<file path="src/rtl/dpot_spi_if.sv">
// rtl/dpot_spi_if.sv - 3-wire pot load link (ResCS/ResClk/ResSDI) plus readback line
interface dpot_spi_if;
    logic ResCS;
    logic ResClk;
    logic ResSDI;
    logic ResSDO;

    modport master (output ResCS, output ResClk, output ResSDI, input ResSDO);
    modport slave  (input ResCS, input ResClk, input ResSDI, output ResSDO);
endinterface

</file>
<file path="src/rtl/dpot_spi_responder.sv">
// rtl/dpot_spi_responder.sv - oversampling digital-pot frame receiver with per-channel wiper registers
// Optional wiper readback on ResSDO when DPOT_READBACK_EN is defined.
module dpot_spi_responder #(
    parameter int                NUM_CH    = 8,
    parameter int                ADDR_W    = 3,
    parameter int                DATA_W    = 8,
    parameter logic [DATA_W-1:0] WIPER_RST = 8'h80
) (
    input  logic                       clk_out1,
    input  logic                       Rst_n,
    dpot_spi_if.slave                  spi,
    output logic [NUM_CH*DATA_W-1:0]   wiper_bus,
    output logic                       wr_stb,
    output logic [ADDR_W-1:0]          wr_addr,
    output logic [DATA_W-1:0]          wr_data,
    output logic                       frame_err,
    output logic                       busy
);
    localparam int          FRM_W     = ADDR_W + DATA_W;
    localparam logic [3:0]  FRAME_LEN = 4'(FRM_W);

    typedef enum logic [1:0] {IDLE, SHIFT, CLOSE} state_t;

    state_t                      state_q;
    logic [2:0]                  cs_q, sck_q;
    logic [1:0]                  sdi_q;
    logic [FRM_W-1:0]            shift_q;
    logic [3:0]                  cnt_q;
    logic [NUM_CH*DATA_W-1:0]    wiper_q;
    logic                        wr_stb_q, frame_err_q;
    logic [ADDR_W-1:0]           wr_addr_q;
    logic [DATA_W-1:0]           wr_data_q;

    logic                        cs_rise, cs_fall, sck_rise, sdi_s;
    logic [ADDR_W-1:0]           fr_addr;
    logic [DATA_W-1:0]           fr_data;
    logic                        frame_ok;

    // Stage 1 is [0], stage 2 is [1], history is [2]; edges compare stages 2 and 3.
    always_ff @(posedge clk_out1 or negedge Rst_n) begin
        if (!Rst_n) begin
            cs_q  <= 3'b111;
            sck_q <= 3'b000;
            sdi_q <= 2'b00;
        end else begin
            cs_q  <= {cs_q[1:0], spi.ResCS};
            sck_q <= {sck_q[1:0], spi.ResClk};
            sdi_q <= {sdi_q[0], spi.ResSDI};
        end
    end

    assign cs_rise  =  cs_q[1] & ~cs_q[2];
    assign cs_fall  = ~cs_q[1] &  cs_q[2];
    assign sck_rise =  sck_q[1] & ~sck_q[2];
    assign sdi_s    =  sdi_q[1];

    assign fr_addr  = shift_q[FRM_W-1 -: ADDR_W];
    assign fr_data  = shift_q[DATA_W-1:0];
    assign frame_ok = (cnt_q == FRAME_LEN) && ({1'b0, fr_addr} < (ADDR_W+1)'(NUM_CH));

    always_ff @(posedge clk_out1 or negedge Rst_n) begin
        if (!Rst_n) begin
            state_q     <= IDLE;
            shift_q     <= '0;
            cnt_q       <= '0;
            wiper_q     <= {NUM_CH{WIPER_RST}};
            wr_stb_q    <= 1'b0;
            frame_err_q <= 1'b0;
            wr_addr_q   <= '0;
            wr_data_q   <= '0;
        end else begin
            wr_stb_q    <= 1'b0;
            frame_err_q <= 1'b0;
            case (state_q)
                IDLE: begin
                    if (cs_fall) begin
                        state_q <= SHIFT;
                        cnt_q   <= '0;
                        shift_q <= '0;
                    end
                end
                SHIFT: begin
                    // A closing CS takes priority: a coincident clock edge is dropped.
                    if (cs_rise) begin
                        state_q <= CLOSE;
                    end else if (sck_rise) begin
                        shift_q <= {shift_q[FRM_W-2:0], sdi_s};
                        if (cnt_q != 4'hF) cnt_q <= cnt_q + 4'd1;
                    end
                end
                CLOSE: begin
                    if (frame_ok) begin
                        for (int n = 0; n < NUM_CH; n++) begin
                            if (fr_addr == ADDR_W'(n)) wiper_q[n*DATA_W +: DATA_W] <= fr_data;
                        end
                        wr_addr_q <= fr_addr;
                        wr_data_q <= fr_data;
                        wr_stb_q  <= 1'b1;
                    end else begin
                        frame_err_q <= 1'b1;
                    end
                    if (cs_fall) begin
                        state_q <= SHIFT;
                        cnt_q   <= '0;
                        shift_q <= '0;
                    end else begin
                        state_q <= IDLE;
                    end
                end
                default: state_q <= IDLE;
            endcase
        end
    end

`ifdef DPOT_READBACK_EN
    localparam logic [3:0] ADDR_LAST = 4'(ADDR_W - 1);
    localparam logic [3:0] DATA_LAST = 4'(FRM_W - 1);

    logic [DATA_W-1:0] rb_q;
    logic              rb_on_q, sdo_q;
    logic [ADDR_W-1:0] rd_addr;
    logic [DATA_W-1:0] rd_word;

    // Address as it will stand once the bit arriving on this edge is shifted in.
    assign rd_addr = ADDR_W'({shift_q, sdi_s});

    always_comb begin
        rd_word = '0;
        for (int n = 0; n < NUM_CH; n++) begin
            if (rd_addr == ADDR_W'(n)) rd_word = wiper_q[n*DATA_W +: DATA_W];
        end
    end

    always_ff @(posedge clk_out1 or negedge Rst_n) begin
        if (!Rst_n) begin
            rb_q    <= '0;
            rb_on_q <= 1'b0;
            sdo_q   <= 1'b0;
        end else if (state_q == SHIFT && !cs_rise && sck_rise) begin
            if (cnt_q == ADDR_LAST) begin
                if ({1'b0, rd_addr} < (ADDR_W+1)'(NUM_CH)) begin
                    rb_q    <= {rd_word[DATA_W-2:0], 1'b0};
                    sdo_q   <= rd_word[DATA_W-1];
                    rb_on_q <= 1'b1;
                end else begin
                    sdo_q   <= 1'b0;
                    rb_on_q <= 1'b0;
                end
            end else if (rb_on_q && cnt_q < DATA_LAST) begin
                sdo_q <= rb_q[DATA_W-1];
                rb_q  <= {rb_q[DATA_W-2:0], 1'b0};
            end else begin
                sdo_q   <= 1'b0;
                rb_on_q <= 1'b0;
            end
        end else if (state_q != SHIFT) begin
            sdo_q   <= 1'b0;
            rb_on_q <= 1'b0;
        end
    end

    assign spi.ResSDO = sdo_q;
`else
    assign spi.ResSDO = 1'b0;
`endif

    assign wiper_bus = wiper_q;
    assign wr_stb    = wr_stb_q;
    assign wr_addr   = wr_addr_q;
    assign wr_data   = wr_data_q;
    assign frame_err = frame_err_q;
    assign busy      = (state_q == SHIFT);
endmodule

</file>
<file path="src/flat_wrapper.sv">
// flat-port wrapper written by rule: the top's interface ports become plain ports
module dpot_spi_responder_flat 
#(
    parameter int                NUM_CH    = 8,
    parameter int                ADDR_W    = 3,
    parameter int                DATA_W    = 8,
    parameter logic [DATA_W-1:0] WIPER_RST = 8'h80
)
  (clk_out1, Rst_n, wiper_bus, wr_stb, wr_addr, wr_data, frame_err, busy, spi_ResCS, spi_ResClk, spi_ResSDI, spi_ResSDO);
  dpot_spi_if spi_i ();
  input  logic clk_out1;
  input  logic Rst_n;
  output logic [NUM_CH*DATA_W-1:0] wiper_bus;
  output logic wr_stb;
  output logic [ADDR_W-1:0] wr_addr;
  output logic [DATA_W-1:0] wr_data;
  output logic frame_err;
  output logic busy;
  input wire logic [$bits(spi_i.ResCS)-1:0] spi_ResCS;
  input wire logic [$bits(spi_i.ResClk)-1:0] spi_ResClk;
  input wire logic [$bits(spi_i.ResSDI)-1:0] spi_ResSDI;
  output wire logic [$bits(spi_i.ResSDO)-1:0] spi_ResSDO;
  assign spi_i.ResCS = spi_ResCS;
  assign spi_i.ResClk = spi_ResClk;
  assign spi_i.ResSDI = spi_ResSDI;
  assign spi_ResSDO = spi_i.ResSDO;
  dpot_spi_responder #(.NUM_CH(NUM_CH), .ADDR_W(ADDR_W), .DATA_W(DATA_W), .WIPER_RST(WIPER_RST)) u_core (.clk_out1(clk_out1), .Rst_n(Rst_n), .spi(spi_i), .wiper_bus(wiper_bus), .wr_stb(wr_stb), .wr_addr(wr_addr), .wr_data(wr_data), .frame_err(frame_err), .busy(busy));
endmodule
</file>
<file path="config.mk">
export PLATFORM = sky130hd
export DESIGN_NAME = dpot_spi_responder_flat
export DESIGN_NICKNAME = d
export VERILOG_FILES = /design/src/rtl/dpot_spi_if.sv /design/src/rtl/dpot_spi_responder.sv /design/src/flat_wrapper.sv
export SDC_FILE = /design/constraint.sdc
export NUM_CORES = 1
export LEC_CHECK = 0
export BUFFER_PORTS_ARGS = -buffer_cell sky130_fd_sc_hd__buf_2
export CAP_MARGIN = 20
export CORE_MARGIN = 4
export CORE_UTILIZATION = 58
export CTS_CLUSTER_DIAMETER = 120
export DETAILED_ROUTE_END_ITERATION = 6
export GPL_ROUTABILITY_DRIVEN = 0
export PLACE_DENSITY = 0.84
export SYNTH_ARGS = -nofsm -noshare
export SYNTH_HDL_FRONTEND = slang
export SYNTH_SLANG_ARGS = --single-unit
</file>
<file path="constraint.sdc">
create_clock -name clk_out1 -period 2.9 [get_ports clk_out1]
set_input_delay 0 -clock clk_out1 [delete_from_list [all_inputs] [get_ports clk_out1]]
set_output_delay 0 -clock clk_out1 [all_outputs]
set_load 0.005 [all_outputs]
</file>
==> flow_metrics.py, run 1 <==
metrics = {
    "floorplan": {
        "die_height_microns": 90.3,
        "die_area_sq_um": 8150,
        "ios": 84,
        "start_util": 0.608,
        "rows": 29,
        "die_w_microns": 90.3,
        "core-area_sq_um": 6460,
    },
    "logic_synthesis": {
        "yosysWarnings": 0,
        "ys_top_cells_by_count": "dfrtp_1 (91), mux2_2 (48), nand2_1 (36)",
        "syn-num-nets": 273,
        "synth-seq-cells": 102,
        "synthFlopType": "dfrtp_1",
        "syn_inst": 267,
        "yosys.area.top_type_share": 0.580,
        "ys_types": 34,
        "synthTopCellsByArea": "dfrtp_1 (58%), mux2_2 (14%), dfstp_2 (7.4%)",
        "synth_edf_count": 0,
        "yosysMostFrequentCell": "dfrtp_1",
        "syn_area_per_cell_sq_um": 14.7,
        "syn_area_sq_um": 3930,
        "synthArstFlopShare": 1.00,
        "synth_top_area_cell": "dfrtp_1",
        "ys_seq_area_frac": 0.654,
    },
    "timing": {
        "setup_slack_ns": 0.511,
        "report.final.slew_viol_count": 0,
        "setup_violations": 0,
        "period_share": 0.824,
        "finalHoldViolations": 0,
        "rsz0062_at_grt": "false",
        "fmax_mhz": 419,
        "hold_ws_ns": 0.281,
        "tns_ns": 0,
        "worst_pin_slew_ns": 0.987,
        "fin_skew_ns": 0.0105,
        "timing.slew.headroom": 0.342,
        "post-route-min-period_ns": 2.39,
    },
    "finish": {
        "utilization": 0.714,
        "drive_above_1_share": 0.507,
        "nets": 354,
        "synthToLayoutAreaGrowth_pct": 17.5,
        "antenna_cells": 0,
    },
    "clocking": {
        "htree_levels": 3,
        "numCtsBuffers": 9,
        "clock_path_buffers": 2,
        "insertion_delay_ns": 0.36,
        "cts_tree": "done",
        "cts.repair.resized": 0,
        "root_buffer": "clkbuf_8",
        "clk_pin_slew_ns": 0.09,
        "cts.sinks": 102,
    },
    "grt": {
        "grt_pass1_vias": 2437,
        "grt_pass1_wl_microns": 13200,
        "grt_max_degree": 82,
        "grt_antenna_before_repair": 0,
        "grt_overflow": 0,
        "track_usage": 0.204,
    },
    "worst_setup_path": {
        "ff2ff_setup_slack_ns": 0.51,
        "r2r_start": "u_core.cnt_q[0]$_DFFE_PN0P_",
        "crit_type": "reg -> reg",
        "startpoint": "u_core.cnt_q[0]$_DFFE_PN0P_",
        "arrival_ns": 2.64,
        "start_kind": "register",
        "cp.required_ns": 3.15,
        "end_kind": "register",
        "critPathMaxFanout": 18,
    },
    "worst_hold_path": {
        "worstHoldStart": "spi_ResClk",
        "hp-class": "in -> reg",
    },
    "drt": {
        "drtIter0Drc": 187,
        "vias": 2407,
        "drcViolationCount": 0,
        "viasPerCell": 5.60,
        "first_pass_iters": 4,
        "wl_per_cell_microns": 18.6,
        "wl_microns": 7990,
        "ant_nets": 0,
    },
    "placed_design": {
        "dpl_worst_slack_ns": 0.560,
        "dp_hpwl_microns": 5200,
        "port_buffers": 82,
    },
    "pwr": {
        "leakage_nw": 2.60,
        "power.density_nw_per_um2": 555,
        "ir_worst_vdd_v": 0.000401,
    },
    "status": {
        "outcome": "complete, no violations",
    },
    "run": {
        "drv_cap": 0,
    },
}
## sequential cells by signal, indices dropped and copies added, names as in the netlist
name,count
u_core.wr_data,8
u_core.shift_q,11
u_core.state_q,2
u_core.cnt_q,4
u_core.cs_q,3
u_core.wr_addr,3
u_core.wiper_bus,64
u_core.frame_err,1
u_core.wr_stb,1
u_core.sdi_q,2
u_core.sck_q,3
## logic make-up after synthesis
group           Yosys count  share of synthesized area
other cells               1                   0.000955
flops                   102                      0.654
fa+ha+maj                 1                    0.00319
compound gates           18                     0.0386
buf+inv                  20                     0.0233
simple gates             61                     0.0813
mux                      64                      0.199
## placed cells by master (no fill, tap or decap), types with 4 or more instances in the layout
master / n
dfrtp_1: 91
dfstp_2: 11
clkbuf_8: 10
buf_2: 81
nand2_1: 36
mux2_2: 48
a22o_1: 11
mux2_4: 16
dlygate4sd3_1: 4
## final timing paths
path / to / cells after the start
setup reg to reg: u_core.wiper_bus[43]$_DFFE_PN0P_ / 6
setup / recovery: u_core.wiper_bus[43]$_DFFE_PN0P_ / 6
min in group asynchronous: u_core.wiper_bus[56]$_DFFE_PN0P_ / 2
hold / removal: u_core.sck_q[0]$_DFF_PN0_ / 2
max in group asynchronous: u_core.wiper_bus[7]$_DFFE_PN1P_ / 3
hold reg to reg: u_core.sck_q[1]$_DFF_PN0_ / 0
## where the power goes
group	internal [mW]	total (mW)	switching (mW)	leakage (nW)
combinational	0.0538	0.125	0.0708	1.13
sequential	1.46	1.52	0.0610	1.37
clock	0.427	0.910	0.483	0.0993
total	1.94	2.56	0.615	2.60
## stage by stage
step	instance area [sq um]	instances	power, mW
after CTS	4610	430	2.58
after detailed placement	4370	410	1.67
after global routing	4610	430	2.66
after floorplan	3930	267	1.60
after global placement	4370	410	1.66
final	4610	430	2.56
## worst max-delay path: stages, from the launching register on
cell and delay [ns]:
dfrtp_1 0.39, ha_1 0.21, nor2b_2 0.18, nand3_2 0.25
inv_2 0.34, nand4b_1 0.47, mux2_2 0.44
## cell type report
type	count	area, sq um
flip-flops and latches	102	2570
multi-input cells	145	1270
fillers	438	1850
clock inverters	6	67.6
clock buffers	10	138
well taps	77	96.3
repair buffers	88	468
inverters	2	7.51
## timing repair
action,in CTS,in global routing
buffers inserted,0,0
hold buffers,4,0
endpoints found under the hold margin,73,0
## metal layers
metal,share of wire,global-route usage,wire length (microns)
met2,0.49,0.318,3940
met3,0.074,0.0642,588
met5,0,0,0
met4,0.0088,0.0612,70
met1,0.42,0.276,3380
Power figures use the tool's default switching activity.
==> run 2, diff against run 1 <==
--- a/config.mk
+++ b/config.mk
@@ -5,14 +5,15 @@
 export SDC_FILE = /design/constraint.sdc
 export NUM_CORES = 1
 export LEC_CHECK = 0
+export ABC_AREA = 1
 export BUFFER_PORTS_ARGS = -buffer_cell sky130_fd_sc_hd__buf_2
 export CAP_MARGIN = 20
 export CORE_MARGIN = 4
-export CORE_UTILIZATION = 58
+export CORE_UTILIZATION = 54
 export CTS_CLUSTER_DIAMETER = 120
 export DETAILED_ROUTE_END_ITERATION = 6
 export GPL_ROUTABILITY_DRIVEN = 0
-export PLACE_DENSITY = 0.84
+export PLACE_DENSITY = 0.79
 export SYNTH_ARGS = -nofsm -noshare
 export SYNTH_HDL_FRONTEND = slang
 export SYNTH_SLANG_ARGS = --single-unit
==> constraint.sdc (replaced) <==
create_clock -name clk_out1 -period 2.3 [get_ports clk_out1]
set_input_delay 0 -clock clk_out1 [delete_from_list [all_inputs] [get_ports clk_out1]]
set_output_delay 0 -clock clk_out1 [all_outputs]
set_load 0.005 [all_outputs]
==> run 2 against run 1 <==
Count of clock-buffer cells in the layout is 1 higher. Hold slack got worse by 0.090 ns. Maximum frequency is 21% higher. Sequential share of layout area decreased by 2.7 points. Critical path depth up 3. Register-to-register slack got worse by 0.18 ns. Synthesized area up 3.6%. Non-clock buffer count up 8. Core utilization shrank 4.9 points. Wire length is 15% higher. Critical endpoint is now u_core.wiper_bus[28]$_DFFE_PN0P_.
==> flow_metrics.py, run 2 <==
metrics = {
    "status": {
        "outcome": "complete, no violations",
    },
    "timing": {
        "setup_violations": 0,
        "timing.slew.headroom": 0.585,
        "period_share": 0.857,
        "report.final.slew_viol_count": 0,
        "fin_skew_ns": 0.00898,
        "fmax_mhz": 507,
        "post-route-min-period_ns": 1.97,
        "finalHoldViolations": 0,
        "worst_pin_slew_ns": 0.623,
        "rsz0062_at_grt": "false",
        "tns_ns": 0,
    },
    "grt": {
        "grt_antenna_before_repair": 0,
        "grt_pass1_wl_microns": 14900,
        "grt_pass1_vias": 2990,
        "grt_overflow": 0,
        "track_usage": 0.218,
        "grt_max_degree": 52,
    },
    "clocking": {
        "cts_tree": "done",
        "cts.sinks": 102,
        "root_buffer": "clkbuf_8",
        "postCtsSetupRepairBufs": 0,
        "numCtsBuffers": 9,
        "clk_pin_slew_ns": 0.09,
        "insertion_delay_ns": 0.36,
        "clock_path_buffers": 2,
        "htree_levels": 3,
    },
    "finish": {
        "antenna_cells": 0,
        "largest_register_ff_count": 64,
        "synthToLayoutAreaGrowth_pct": 19.2,
        "fill_cells": 621,
        "nets": 546,
        "drive_above_1_share": 0.257,
        "layout_common_cells": "nand2_1 (220), dfrtp_1 (91), buf_2 (81), nand3_1 (49), nor2_1 (12)",
        "layout.cells.non_filler": 644,
        "layout_commonest_cell": "nand2_1",
    },
    "placed_design": {
        "dp.cells": 624,
        "dp_hpwl_microns": 6270,
        "port_buffers": 82,
    },
    "worst_setup_path": {
        "end_kind": "register",
        "max_stage_delay_ns": 0.39,
        "r2r-end": "u_core.wiper_bus[28]$_DFFE_PN0P_",
        "cp.required_ns": 2.56,
        "crit_type": "reg -> reg",
        "crit_family": "simple AND/OR/NAND/NOR gates",
        "critPathMaxFanout": 18,
        "start_kind": "register",
        "cp_cell_sequence": "ha_1 -> nand2_1 -> nor2_1 -> nand2_2 -> nor2_2 -> buf_4 -> nand2_2 -> nand2_1 -> nand2_1",
        "path_buf_inv": 1,
        "ff2ff_setup_slack_ns": 0.33,
        "slowest_stage": "dfrtp_1",
        "cpMostUsedCell": "nand2_1",
        "arrival_ns": 2.23,
        "r2r_cells": 9,
        "r2r_start": "u_core.cnt_q[0]$_DFFE_PN0P_",
    },
    "pwr": {
        "ir_worst_vdd_v": 0.000400,
        "power.density_nw_per_um2": 677,
        "leakage_nw": 2.79,
    },
    "floorplan": {
        "die_area_sq_um": 8980,
        "die_height_microns": 94.8,
        "ios": 84,
        "rows": 31,
        "die_w_microns": 94.8,
        "core-area_sq_um": 7290,
        "start_util": 0.557,
    },
    "logic_synthesis": {
        "ys_top_cells_by_count": "nand2_1 (220), dfrtp_1 (91), nand3_1 (49)",
        "synth-seq-cells": 102,
        "ys_types": 23,
        "ys_seq_area_frac": 0.631,
        "synthArstFlopShare": 1.00,
        "yosysMostFrequentCell": "nand2_1",
        "syn_area_sq_um": 4070,
        "syn-num-nets": 461,
        "syn_inst": 455,
        "yosys.area.top_type_share": 0.560,
        "synth_top_area_cell": "dfrtp_1",
        "synthFlopType": "dfrtp_1",
        "syn_area_per_cell_sq_um": 8.93,
        "synthTopCellsByArea": "dfrtp_1 (56%), nand2_1 (20%), dfstp_2 (7.1%)",
        "synth_edf_count": 0,
        "yosysWarnings": 0,
    },
    "drt": {
        "ant_nets": 0,
        "wl_per_cell_microns": 14.2,
        "drtIter0Drc": 170,
        "wl_microns": 9170,
        "first_pass_iters": 4,
        "viasPerCell": 5.15,
        "drcViolationCount": 0,
        "vias": 3314,
    },
    "run": {
        "drv_cap": 0,
    },
    "worst_hold_path": {
        "hp-class": "in -> async",
    },
}
[run 2: metal layers]
metal	up-vias	track usage	part of all wire
met4	0	0.0757	0.013
li1	1586	-	-
met3	12	0.0390	0.063
met1	1605	0.309	0.45
met5	-	0	0
met2	111	0.339	0.47
[run 2: logic make-up after synthesis]
logic type,after synthesis,synth area share
other,1,0.000922
buffers and inverters,35,0.0375
AND/OR/NAND/NOR,303,0.311
AO/OA/AOI/OAI,13,0.0160
adder cells (fa/ha/maj),1,0.00308
flip-flops,102,0.631
[run 2: where the power goes]
part | switching (mW) | internal (mW) | total, mW | leakage [nW]
registers | 0.0360 | 1.83 | 1.86 | 1.37
logic | 0.112 | 0.0504 | 0.162 | 1.31
clock network | 0.583 | 0.672 | 1.26 | 0.116
[run 2: stage by stage]
stage               power (mW)  utilization  instance area, sq um  setup WS [ns]  hold slack [ns]
global route              3.42        0.665                  4850          0.139            0.250
finish                    3.28        0.665                  4850          0.329            0.191
floorplan                 1.98            -                  4070          0.829           -0.296
CTS                       3.30        0.665                  4850          0.323            0.203
detailed placement        2.06        0.627                  4570          0.347           0.0553
global placement          2.05        0.627                  4570          0.506           0.0556
[run 2: worst register-to-register path, stage by stage, from the launching register on]
cell and delay, ns:
dfrtp_1 0.39, ha_1 0.25, nand2_1 0.07, nor2_1 0.16, nand2_2 0.21, nor2_2 0.23, buf_4 0.25, nand2_2 0.14
nand2_1 0.11, nand2_1 0.05
[run 2: worst max-delay path by stage]
| stage | slack (ns) | cells after the start | startpoint | endpoint |
|---|---|---|---|---|
| 2_1_floorplan | 0.83 | 9 | u_core.cnt_q[0]$_DFFE_PN0P_ | u_core.wiper_bus[10]$_DFFE_PN0P_ |
| 3_3_place_gp | 0.51 | 9 | u_core.cnt_q[0]$_DFFE_PN0P_ | u_core.wiper_bus[0]$_DFFE_PN0P_ |
| 3_5_place_dp | 0.35 | 9 | u_core.cnt_q[0]$_DFFE_PN0P_ | u_core.wiper_bus[28]$_DFFE_PN0P_ |
| 4_1_cts | 0.32 | 9 | u_core.cnt_q[0]$_DFFE_PN0P_ | u_core.wiper_bus[28]$_DFFE_PN0P_ |
| 5_1_grt | 0.14 | 9 | u_core.cnt_q[0]$_DFFE_PN0P_ | u_core.wiper_bus[28]$_DFFE_PN0P_ |
| 6_report | 0.33 | 9 | u_core.cnt_q[0]$_DFFE_PN0P_ | u_core.wiper_bus[28]$_DFFE_PN0P_ |
[run 2: final cells by class]
| type | count | area [sq um] | area share |
|---|---|---|---|
| Sequential cell | 102 | 2570 | 0.530 |
| Multi-Input combinational cell | 318 | 1350 | 0.278 |
| Timing Repair Buffer | 96 | 528 | 0.109 |
| Clock buffer | 11 | 151 | 0.0312 |
| Tap cell | 99 | 124 | 0.0256 |
| Clock inverter | 5 | 81.3 | 0.0168 |
| Inverter | 13 | 48.8 | 0.0101 |
[run 2: timing repair]
action / in CTS / in global routing
hold endpoints to repair: 46 / 0
resized for setup: 0 / 0
setup endpoints to repair: 0 / 0
hold buffers: 4 / 0
==> run 3, diff against run 2 <==
--- a/config.mk
+++ b/config.mk
@@ -8,12 +8,15 @@
 export ABC_AREA = 1
 export BUFFER_PORTS_ARGS = -buffer_cell sky130_fd_sc_hd__buf_2
 export CAP_MARGIN = 20
+export CELL_PAD_IN_SITES_DETAIL_PLACEMENT = 0
+export CELL_PAD_IN_SITES_GLOBAL_PLACEMENT = 2
 export CORE_MARGIN = 4
-export CORE_UTILIZATION = 54
+export CORE_UTILIZATION = 32
 export CTS_CLUSTER_DIAMETER = 120
 export DETAILED_ROUTE_END_ITERATION = 6
 export GPL_ROUTABILITY_DRIVEN = 0
-export PLACE_DENSITY = 0.79
+export PLACE_DENSITY_LB_ADDON = 0.1
+export SKIP_LAST_GASP = 1
 export SYNTH_ARGS = -nofsm -noshare
 export SYNTH_HDL_FRONTEND = slang
 export SYNTH_SLANG_ARGS = --single-unit
==> constraint.sdc (replaced) <==
create_clock -name clk_out1 -period 2.3 [get_ports clk_out1]
set_input_delay 0 -clock clk_out1 [delete_from_list [all_inputs] [get_ports clk_out1]]
set_output_delay 0 -clock clk_out1 [all_outputs]
set_load 0.05 [all_outputs]
==> run 3 against run 2 <==
Cell area is 4.6% higher. Setup slack gained 0.17 ns. Highest routed layer unchanged. First-iteration DRC count is 58% higher. Power increased by 16%. Largest cell class unchanged.
==> flow_metrics.py, run 3 (synthesis gave the netlist of run 2 again) <==
metrics = {
    "floorplan": {
        "ios": 84,
        "die_height_microns": 121,
        "rows": 40,
        "start_util": 0.333,
        "die_w_microns": 121,
        "die_area_sq_um": 14600,
        "core-area_sq_um": 12200,
    },
    "worst_setup_path": {
        "cp.required_ns": 2.58,
        "crit_type": "reg -> reg",
        "arrival_ns": 2.08,
        "startpoint": "u_core.cnt_q[0]$_DFFE_PN0P_",
        "cp_cell_sequence": "ha_1 -> nand2_1 -> nor2_1 -> nand2_2 -> nor2_2 -> buf_4 -> nand3_1 -> nand2_1",
        "max_stage_delay_ns": 0.39,
        "start_kind": "register",
        "slowest_stage": "dfrtp_1",
        "end_kind": "register",
        "r2r_start": "u_core.cnt_q[0]$_DFFE_PN0P_",
        "cpMostUsedCell": "nand2_1",
        "critPathMaxFanout": 14,
    },
    "placed_design": {
        "dp_hpwl_microns": 7330,
        "port_buffers": 82,
        "placedInstanceArea_sq_um": 4690,
    },
    "timing": {
        "tns_ns": 0,
        "worst_pin_slew_ns": 0.603,
        "period_share": 0.783,
        "setup_violations": 0,
        "report.final.slew_viol_count": 0,
        "post-route-min-period_ns": 1.80,
        "fmax_mhz": 555,
        "finalHoldViolations": 0,
        "timing.slew.headroom": 0.598,
        "fin_skew_ns": 0.00758,
        "rsz0062_at_grt": "false",
    },
    "finish": {
        "stdcell_area_sq_um": 5070,
        "synthToLayoutAreaGrowth_pct": 24.7,
        "drive_above_1_share": 0.256,
        "fill_cells": 1297,
        "largest_register_ff_count": 64,
        "utilization": 0.415,
        "antenna_cells": 0,
        "layout_commonest_cell": "nand2_1",
        "nets": 548,
        "layout_common_cells": "nand2_1 (220), dfrtp_1 (91), buf_2 (81), nand3_1 (49)",
    },
    "grt": {
        "grt_max_degree": 51,
        "grt_pass1_wl_microns": 17800,
        "grt_pass1_vias": 3159,
        "track_usage": 0.159,
        "grt_antenna_before_repair": 0,
        "grt_overflow": 0,
    },
    "pwr": {
        "ir_worst_vdd_v": 0.000474,
        "leakage_nw": 2.86,
        "power.density_nw_per_um2": 753,
    },
    "drt": {
        "wl_microns": 10900,
        "drtIter0Drc": 269,
        "wl_per_cell_microns": 15.3,
        "viasPerCell": 4.48,
        "ant_nets": 0,
        "first_pass_iters": 4,
        "drcViolationCount": 0,
        "vias": 3203,
    },
    "run": {
        "drv_cap": 0,
    },
    "clocking": {
        "root_buffer": "clkbuf_16",
        "cts.repair.resized": 0,
        "cts_tree": "done",
        "insertion_delay_ns": 0.35,
        "htree_levels": 3,
        "numCtsBuffers": 9,
        "clk_pin_slew_ns": 0.07,
        "cts.sinks": 102,
        "clock_path_buffers": 2,
        "ctsHoldBuffers": 4,
        "postCtsSetupRepairBufs": 0,
    },
    "worst_hold_path": {
        "hp-class": "in -> async",
    },
    "status": {
        "outcome": "complete, no violations",
    },
}
run 3: power by group:
group / switching (mW) / leakage [nW] / internal (mW) / total (mW)
logic: 0.141 / 1.32 / 0.0557 / 0.197
clock network: 0.660 / 0.167 / 1.09 / 1.75
registers: 0.0380 / 1.37 / 1.83 / 1.87
run 3: routing by layer:
layer | vias to the layer above | routed length, microns | GRT usage
met5 | - | 0 | 0
met4 | 0 | 173 | 0.0524
met3 | 12 | 478 | 0.0416
met2 | 72 | 4830 | 0.239
met1 | 1529 | 5470 | 0.224
li1 | 1590 | - | -
run 3: final timing paths:
kind	slack, ns	cells past startpoint	end
worst max-delay path	0.50	8	u_core.wiper_bus[26]$_DFFE_PN0P_
worst min-delay path	0.10	2	u_core.wr_stb$_DFF_PN0_
worst max register to register	0.50	8	u_core.wiper_bus[26]$_DFFE_PN0P_
worst min register to register	0.35	0	u_core.sck_q[1]$_DFF_PN0_
max in group asynchronous	1.44	3	u_core.wiper_bus[39]$_DFFE_PN1P_
min in group clk_out1	0.29	2	u_core.cs_q[0]$_DFF_PN1_
run 3: area by class of cell:
type	count	area [sq um]	share of cell area
flip-flops and latches	102	2570	0.506
multi-input cells	318	1350	0.266
repair buffers	98	556	0.110
clock buffers	12	246	0.0486
well taps	168	210	0.0415
clock inverters	4	95.1	0.0188
inverters	13	48.8	0.00963
run 3: metrics by stage:
stage / setup WS, ns / hold WS [ns] / power [mW] / instances
3_5_place_dp: 0.487 / -0.0650 / 2.10 / 695
5_1_grt: 0.278 / 0.127 / 3.97 / 715
6_report: 0.499 / 0.103 / 3.82 / 715
3_3_place_gp: 0.537 / -0.0683 / 2.09 / 695
2_1_floorplan: 0.608 / -0.296 / 2.00 / 455
4_1_cts: 0.471 / 0.109 / 3.88 / 715
run 3: worst max-delay path: cells and delay by family (launching register included):
family	cells	cell delay, ns
buffers and inverters	1	0.26
and+or+nand+nor	6	0.83
adders and majority gates	1	0.24
DFF	1	0.39
